--- src/rtl/axi4_lite_pkg.sv ---
// Shared types and encodings for the AXI4-Lite initiator and its watchdog.
package axi4_lite_pkg;

    typedef enum logic [2:0] {
        IDLE,
        RD_ADDR,
        RD_DATA,
        WR_REQ,
        WR_RESP,
        DONE
    } state_t;

    localparam logic [2:0] PROT_INSN  = 3'b100;
    localparam logic [2:0] PROT_DATA  = 3'b000;
    localparam logic [3:0] WSTRB_READ = 4'b0000;

endpackage

--- src/rtl/bus_watchdog.sv ---
// Stall watchdog: counts busy cycles and raises a sticky flag when the limit is reached.
module bus_watchdog #(
    parameter int unsigned TIMEOUT_CYCLES = 1024
) (
    input  logic clk,
    input  logic reset,
    input  logic busy,
    output logic timeout
);

    logic [31:0] count;

    // NOTE: sequential state uses non-blocking assignments so every register samples pre-edge values.
    always_ff @(posedge clk or posedge reset) begin
        if (reset) begin
            count   <= '0;
            timeout <= 1'b0;
        end else if (!busy) begin
            count <= '0;
        end else if (TIMEOUT_CYCLES != 0 && !timeout) begin
            count <= count + 32'd1;
            if (count + 32'd1 == TIMEOUT_CYCLES)
                timeout <= 1'b1;
        end
    end

endmodule

--- src/rtl/axi4_lite_initiator.sv ---
// Bridges the core's native valid/ready memory port onto AXI4-Lite, one transaction at a time.
module axi4_lite_initiator
    import axi4_lite_pkg::*;
#(
    parameter int unsigned TIMEOUT_CYCLES = 1024,
    parameter int          CNT_WIDTH      = 16
) (
    input  logic                 clk,
    input  logic                 reset,
    input  logic                 mem_valid,
    input  logic                 mem_instr,
    input  logic [31:0]          mem_addr,
    input  logic [31:0]          mem_wdata,
    input  logic [3:0]           mem_wstrb,
    output logic                 mem_ready,
    output logic [31:0]          mem_rdata,
    output logic                 mem_axi_awvalid,
    input  logic                 mem_axi_awready,
    output logic [31:0]          mem_axi_awaddr,
    output logic [2:0]           mem_axi_awprot,
    output logic                 mem_axi_wvalid,
    input  logic                 mem_axi_wready,
    output logic [31:0]          mem_axi_wdata,
    output logic [3:0]           mem_axi_wstrb,
    input  logic                 mem_axi_bvalid,
    output logic                 mem_axi_bready,
    output logic                 mem_axi_arvalid,
    input  logic                 mem_axi_arready,
    output logic [31:0]          mem_axi_araddr,
    output logic [2:0]           mem_axi_arprot,
    input  logic                 mem_axi_rvalid,
    output logic                 mem_axi_rready,
    input  logic [31:0]          mem_axi_rdata,
    output logic                 timeout,
    output logic [CNT_WIDTH-1:0] rd_count,
    output logic [CNT_WIDTH-1:0] wr_count
);

    state_t state, state_nxt;
    logic   aw_done, w_done, is_write;

    assign mem_axi_awprot = PROT_DATA;

    always_ff @(posedge clk or posedge reset) begin
        if (reset) state <= IDLE;
        else       state <= state_nxt;
    end

    // NOTE: every output of this block gets a default first, so no path can infer a latch.
    always_comb begin
        state_nxt       = state;
        mem_ready       = 1'b0;
        mem_axi_arvalid = 1'b0;
        mem_axi_awvalid = 1'b0;
        mem_axi_wvalid  = 1'b0;
        mem_axi_rready  = 1'b0;
        mem_axi_bready  = 1'b0;
        case (state)
            IDLE: begin
                if (mem_valid)
                    state_nxt = (mem_wstrb == WSTRB_READ) ? RD_ADDR : WR_REQ;
            end
            RD_ADDR: begin
                mem_axi_arvalid = 1'b1;
                if (mem_axi_arready) state_nxt = RD_DATA;
            end
            RD_DATA: begin
                mem_axi_rready = 1'b1;
                if (mem_axi_rvalid) state_nxt = DONE;
            end
            WR_REQ: begin
                mem_axi_awvalid = !aw_done;
                mem_axi_wvalid  = !w_done;
                // A channel whose flag is clear is driving valid, so its ready alone completes it.
                if ((aw_done || mem_axi_awready) && (w_done || mem_axi_wready))
                    state_nxt = WR_RESP;
            end
            WR_RESP: begin
                mem_axi_bready = 1'b1;
                if (mem_axi_bvalid) state_nxt = DONE;
            end
            DONE: begin
                mem_ready = 1'b1;
                state_nxt = IDLE;
            end
            default: state_nxt = IDLE;
        endcase
    end

    always_ff @(posedge clk or posedge reset) begin
        if (reset) begin
            aw_done <= 1'b0;
            w_done  <= 1'b0;
        end else if (state == IDLE) begin
            aw_done <= 1'b0;
            w_done  <= 1'b0;
        end else if (state == WR_REQ) begin
            if (mem_axi_awvalid && mem_axi_awready) aw_done <= 1'b1;
            if (mem_axi_wvalid && mem_axi_wready)   w_done  <= 1'b1;
        end
    end

    always_ff @(posedge clk or posedge reset) begin
        if (reset) begin
            mem_axi_araddr <= '0;
            mem_axi_arprot <= PROT_DATA;
            mem_axi_awaddr <= '0;
            mem_axi_wdata  <= '0;
            mem_axi_wstrb  <= '0;
            mem_rdata      <= '0;
            is_write       <= 1'b0;
            rd_count       <= '0;
            wr_count       <= '0;
        end else begin
            if (state == IDLE && mem_valid) begin
                if (mem_wstrb == WSTRB_READ) begin
                    mem_axi_araddr <= mem_addr;
                    mem_axi_arprot <= mem_instr ? PROT_INSN : PROT_DATA;
                    is_write       <= 1'b0;
                end else begin
                    mem_axi_awaddr <= mem_addr;
                    mem_axi_wdata  <= mem_wdata;
                    mem_axi_wstrb  <= mem_wstrb;
                    is_write       <= 1'b1;
                end
            end
            if (state == RD_DATA && mem_axi_rvalid)
                mem_rdata <= mem_axi_rdata;
            if (state == DONE) begin
                if (is_write) wr_count <= wr_count + CNT_WIDTH'(1);
                else          rd_count <= rd_count + CNT_WIDTH'(1);
            end
        end
    end

    bus_watchdog #(
        .TIMEOUT_CYCLES(TIMEOUT_CYCLES)
    ) u_watchdog (
        .clk    (clk),
        .reset  (reset),
        .busy   (state != IDLE),
        .timeout(timeout)
    );

endmodule
--- config.mk ---
export PLATFORM = sky130hd
export DESIGN_NAME = axi4_lite_initiator
export DESIGN_NICKNAME = d
export VERILOG_FILES = /design/src/rtl/axi4_lite_pkg.sv /design/src/rtl/bus_watchdog.sv /design/src/rtl/axi4_lite_initiator.sv
export SDC_FILE = /design/constraint.sdc
export NUM_CORES = 1
export LEC_CHECK = 0
export BUFFER_PORTS_ARGS = -buffer_cell sky130_fd_sc_hd__buf_2
export CORE_MARGIN = 2
export CORE_UTILIZATION = 47
export DETAILED_ROUTE_END_ITERATION = 8
export PLACE_DENSITY = 0.74
export SYNTH_ARGS = -nofsm -noshare
export SYNTH_HDL_FRONTEND = slang
export SYNTH_HIERARCHICAL = 1
export SYNTH_SLANG_ARGS = --single-unit
--- constraint.sdc ---
create_clock -name clk -period 13 [get_ports clk]
set_input_delay 1.3 -clock clk [delete_from_list [all_inputs] [get_ports clk]]
set_output_delay 1.3 -clock clk [all_outputs]
set_load 0.005 [all_outputs]
Yosys cells after proc, flatten, opt, wreduce, memory -nomap -nowiden

Index checks and enable logic that the tools add are counted.

Muxes and demuxes: 25
Reductions and logical operators: 22
Bitwise logic cells: 2
Equal/unequal tests: 12
Add/subtract/negate cells: 3

Operators by type and width:

| operator                                        | number |
|---|---|
| 2-to-1 mux 32 bit                               | 2 |
| adder 16 x 1 -> 16 bit, second input constant   | 2 |
| adder 32 x 1 -> 32 bit, second input constant   | 1 |
| == test 32 x 11 -> 1 bit, second input constant | 1 |
| 2-to-1 mux 3 bit                                | 6 |
| 2-to-1 mux 1 bit                                | 15 |
| case mux 3 bit (5 select lines)                 | 1 |
| != test 2 bit, second input constant            | 6 |
| AND reduction 2 bit                             | 6 |
| == test 3 x 2 -> 1 bit, second input constant   | 2 |
| == test 3 bit, second input constant            | 2 |
| nonzero test 2 bit                              | 3 |
| logical AND 1 bit                               | 5 |
| AND reduction 5 bit                             | 1 |
| logical NOT 4 bit                               | 1 |
| == test 3 x 1 -> 1 bit, second input constant   | 1 |
| logical NOT 3 bit                               | 1 |
| nonzero test 3 bit                              | 1 |
| logical NOT 1 bit                               | 2 |
| logical OR 1 bit                                | 2 |
| 2-to-1 mux 2 bit                                | 1 |
| inverter 1 bit                                  | 2 |

Bits in registers: 206
Word-level logic and storage cells: 78
Output and inout bits: 177

Logic depth before layout (Yosys ltp)

Word-level depth: 6
Gate-level depth with buffers: 9
Depth with buffers taken out: 8

Modules after synthesis

The synthesis kept the hierarchy.

Modules (own cells, without submodules):

| module              | sequential area each (um2) | times used | area each (um2) | cells an instance |
|---|---|---|---|---|
| axi4_lite_initiator | 4,279.1                    | 1          | 6,860.3         | 458 |
| bus_watchdog        | 825.8                      | 1          | 2,439.8         | 268 |

Worst setup path after synthesis

Ideal clock, no wire load.

Kind: input -> register
Start: input mem_wstrb[0]
End: register mem_axi_wdata[0]
Path buffers: 2
Data arrival time: 2.576 ns
Setup slack: 10.299 ns
Library setup time: 0.125 ns
Stages on the path: 5
Data required time: 12.875 ns
Cell sequence: or4_1 -> nand3_2 -> buf_6 -> buf_6 -> mux2_4

Word-level cells in the longest chain between the ends: 3

Ends and longest elaborated chain:

| element                       | RTL line                   | source |
|---|---|---|
| start, declared               | axi4_lite_initiator.sv:14  | `input logic [3:0] mem_wstrb,` |
| logical NOT 4 bit             | axi4_lite_initiator.sv:116 | `if (mem_wstrb == WSTRB_READ) begin` |
| inverter 1 bit (no line)      | n/a                        |  |
| AND reduction 2 bit (no line) | n/a                        |  |
| end signal, assigned          | axi4_lite_initiator.sv:122 | `mem_axi_wdata <= mem_wdata;` |
| end, declared                 | axi4_lite_initiator.sv:23  | `output logic [31:0] mem_axi_wdata,` |

No other way between the ends.
A chain may end at the register's enable or synchronous reset.

Worst setup path in the final report

Start: register state[0]
End: output mem_axi_bready

Word-level cells in the longest chain between the ends: 2

Ends and longest elaborated chain:

| element                | RTL line                  | source |
|---|---|---|
| start, declared        | axi4_lite_initiator.sv:39 | `state_t state, state_nxt;` |
| start signal, assigned | axi4_lite_initiator.sv:46 | `else state <= state_nxt;` |
| == test 3 bit          | axi4_lite_initiator.sv:58 | `case (state)` |
| 2-to-1 mux 1 bit       | axi4_lite_initiator.sv:58 |  |
| end, declared          | axi4_lite_initiator.sv:26 | `output logic mem_axi_bready,` |

No other way between the ends.

==> flow_summary.yaml <==
global_route:
  grt_first_pass_wirelength_um: 34800
  grt_remaining_overflow: 0
  grtUsageMet1: 0.280
  grt-busiest-layer: "met2"
  antenna_found_initial: 7
  use_met3: 0.0744
  grt_start_max_net_pins: 105
  grtUsageMet2: 0.328
  grt_pass1_vias: 6550
  grt_usage: 0.211
die:
  num_rows: 51
  start_util: 0.478
  die_area_um2: 20900
  die_y_um: 145
  core_um2: 19500
  dieWidth_um: 145
  io_pins: 286
sta:
  setup_ws_ns: 9.87
  tightest_slew_ns: 1.00
  tns_ns: 0
  fmax_mhz: 319
  fin_worst_skew_ns: 0.0104
  rsz0062_at_grt: "no"
  holdWs_ns: 0.471
  min_period_ns: 3.13
  relSlewSlack: 0.332
  setup_violations: 0
  min_period_over_period: 0.241
  hold_viol_final: 0
  slew_violations: 0
finish:
  layout.nets: 1110
  fillers: 1591
  drive_gt1_frac: 0.477
  area_growth_pct: 25.1
  fin_cells: 1280
min_path:
  min_from: "wr_count[15]"
  min_path_type: "reg -> reg"
power_and_ir_drop:
  p_clk_frac: 0.279
  seq_power_share: 0.418
  vdd_drop_max_uv: 123
  p_leak_uw: 0.00582
  comb_power_share: 0.303
  swShare: 0.296
  p_switching_uw: 716
  p_per_area_nw_per_um2: 208
  intPower_uw: 1700
synthesis:
  synth.distinct_cells: 67
  synth_area_leaders: "dfrtp_1, mux2_2, xnor2_1, mux2_4, xor2_1"
  netlist_area_um2: 9300
  async_flop_share: 1.00
  synth_seq_cells: 204
  syn_inst: 726
  yosysWarnings: 6
  syn_avg_cell_area_um2: 12.8
  synth_top_area_cell: "dfrtp_1"
  synth.yosys.seq_area_share: 0.549
  netlist.area_leader.share: 0.549
  synth_edf_count: 0
  ys.flop_type: "dfrtp_1"
placed_design:
  place_inst: 1237
  io_buffers: 280
  gp_congestion: 0.850
  pre_cts_ws_ns: 9.55
  hpwl_um: 16100
routing:
  wire_per_inst_um: 17.5
  route.detailed.drc: 0
  dr.pass1.iters: 5
  postRouteAntennaNets: 0
  finalWirelength_um: 22400
  vias_per_cell: 5.14
  vias: 6579
  drt-initial-drc-count: 338
cts:
  hold_buffers: 0
  numCtsBuffers: 23
  cts_setup_buffers: 0
  htreeDepth: 1
  cts.sinks: 204
  clk_pin_slew_ns: 0.06
  cts-root-buf: "clkbuf_16"
  clockBufferDepth: 3
  clock_latency_ns: 0.50
  post_cts.resized_instances: 0
  cts_tree: "done"
setup_path:
  cp-end-kind: "output port"
  cp.arrival_ns: 1.83
  crit_path_start: "state[0]"
  slowest_stage: "nor3b_1"
  required_ns: 11.70
  rr_startpoint: "u_watchdog/count[0]"
  path_cells: "nor3b_1 > buf_2"
  startpoint_type: "register"
  critPathKind: "reg -> out"
  crit_fanout: 10
  critPathMaxStageDelay_ns: 0.58
status:
  status: "finished, final reports clean"
job:
  cap_violations: 0
## logic make-up (layout without fill, tap and decap cells)
kind of cell,count (synthesis),after routing,share of synthesized area
AO/OA/AOI/OAI,43,43,0.0323
XOR/XNOR,63,63,0.0593
adder cells (fa/ha/maj),4,4,0.00538
buffers and inverters,53,335,0.0322
flip-flops,204,204,0.549
multiplexers,140,140,0.177
other,1,8,0.000403
AND/OR/NAND/NOR,218,218,0.144
## synthesized netlist by cell type, drive strengths merged (2+ instances only)
library cell,count
a211oi,2
a21boi,6
a21oi,7
a31oi,3
and2,28
and3,12
and4,2
buf,33
clkbuf,9
dfrtp,204
ha,4
inv,11
mux2,137
mux2i,3
nand2,37
nand3,30
nand3b,2
nand4,19
nand4b,2
nor2,33
nor2b,3
nor3,23
nor3b,2
nor4,8
o21ai,10
o21bai,2
o22ai,2
o2bb2ai,2
or2,3
or3,7
or4,2
xnor2,38
xor2,25
## worst max-delay path, delay by kind of cell, from the launching register on
kind	cells	cell delay, ns
buf+inv	1	0.22
simple gates	1	0.58
flops	1	0.54
## through the flow
step	util	cell area, µm²	power, µW
after global placement	0.557	10800	1730
after floorplan	-	9320	1420
after CTS	0.598	11600	2450
after global routing	0.598	11600	2560
final	0.598	11600	2420
after detailed placement	0.557	10800	1750
## path summary, 6_finish.rpt
path / to / slack, ns / cells past startpoint
max: mem_axi_bready / 9.87 / 2
min: wr_count[15] / 0.47 / 1
max reg2reg: u_watchdog/timeout / 10.38 / 8
min reg2reg: wr_count[15] / 0.47 / 1
max in group asynchronous: mem_axi_awaddr[11] / 10.57 / 3
min in group asynchronous: u_watchdog/count[30] / 0.93 / 3
## cells in the final DEF (no fill, tap or decap), drive strengths merged, types with 19 or more instances in the layout
| master | n |
|---|---|
| nand2 | 37 |
| clkbuf | 34 |
| buf | 284 |
| nand4 | 19 |
| nor3 | 23 |
| and2 | 28 |
| xor2 | 25 |
| nand3 | 30 |
| dfrtp | 204 |
| xnor2 | 38 |
| mux2 | 137 |
| nor2 | 33 |
## routing by layer
metal / share of wire / routed length, µm
met5: 0.0017 / 38
met4: 0.023 / 513
met3: 0.087 / 1950
met2: 0.48 / 10700
met1: 0.41 / 9260
## power by group through the flow
stage	sequential (µW)	clock (µW)	combinational, µW
after floorplan	1010	0	406
after detailed placement	1010	0	743
after CTS	1010	692	744
final	1010	676	732
after global routing	1040	717	802
after global placement	1010	0	727
## area by class of cell
type	count	area (µm²)	area share
Inverter	11	46.3	0.00398
Tap cell	265	332	0.0285
Clock inverter	6	111	0.00957
Antenna cell	3	7.51	0.000645
Sequential cell	204	5100	0.439
Timing Repair Buffer	284	1430	0.123
Multi-Input combinational cell	473	3920	0.337
Clock buffer	34	687	0.0590
## flip-flops by register name, summed over array words and instances, names as in the netlist, 3 cells and up
register / cells
mem_axi_wstrb: 4
wr_count: 16
rd_count: 16
mem_axi_wdata: 32
mem_axi_araddr: 32
mem_rdata: 32
mem_axi_awaddr: 32
u_watchdog/count: 32
state: 3
Power figures use the tool's default switching activity.
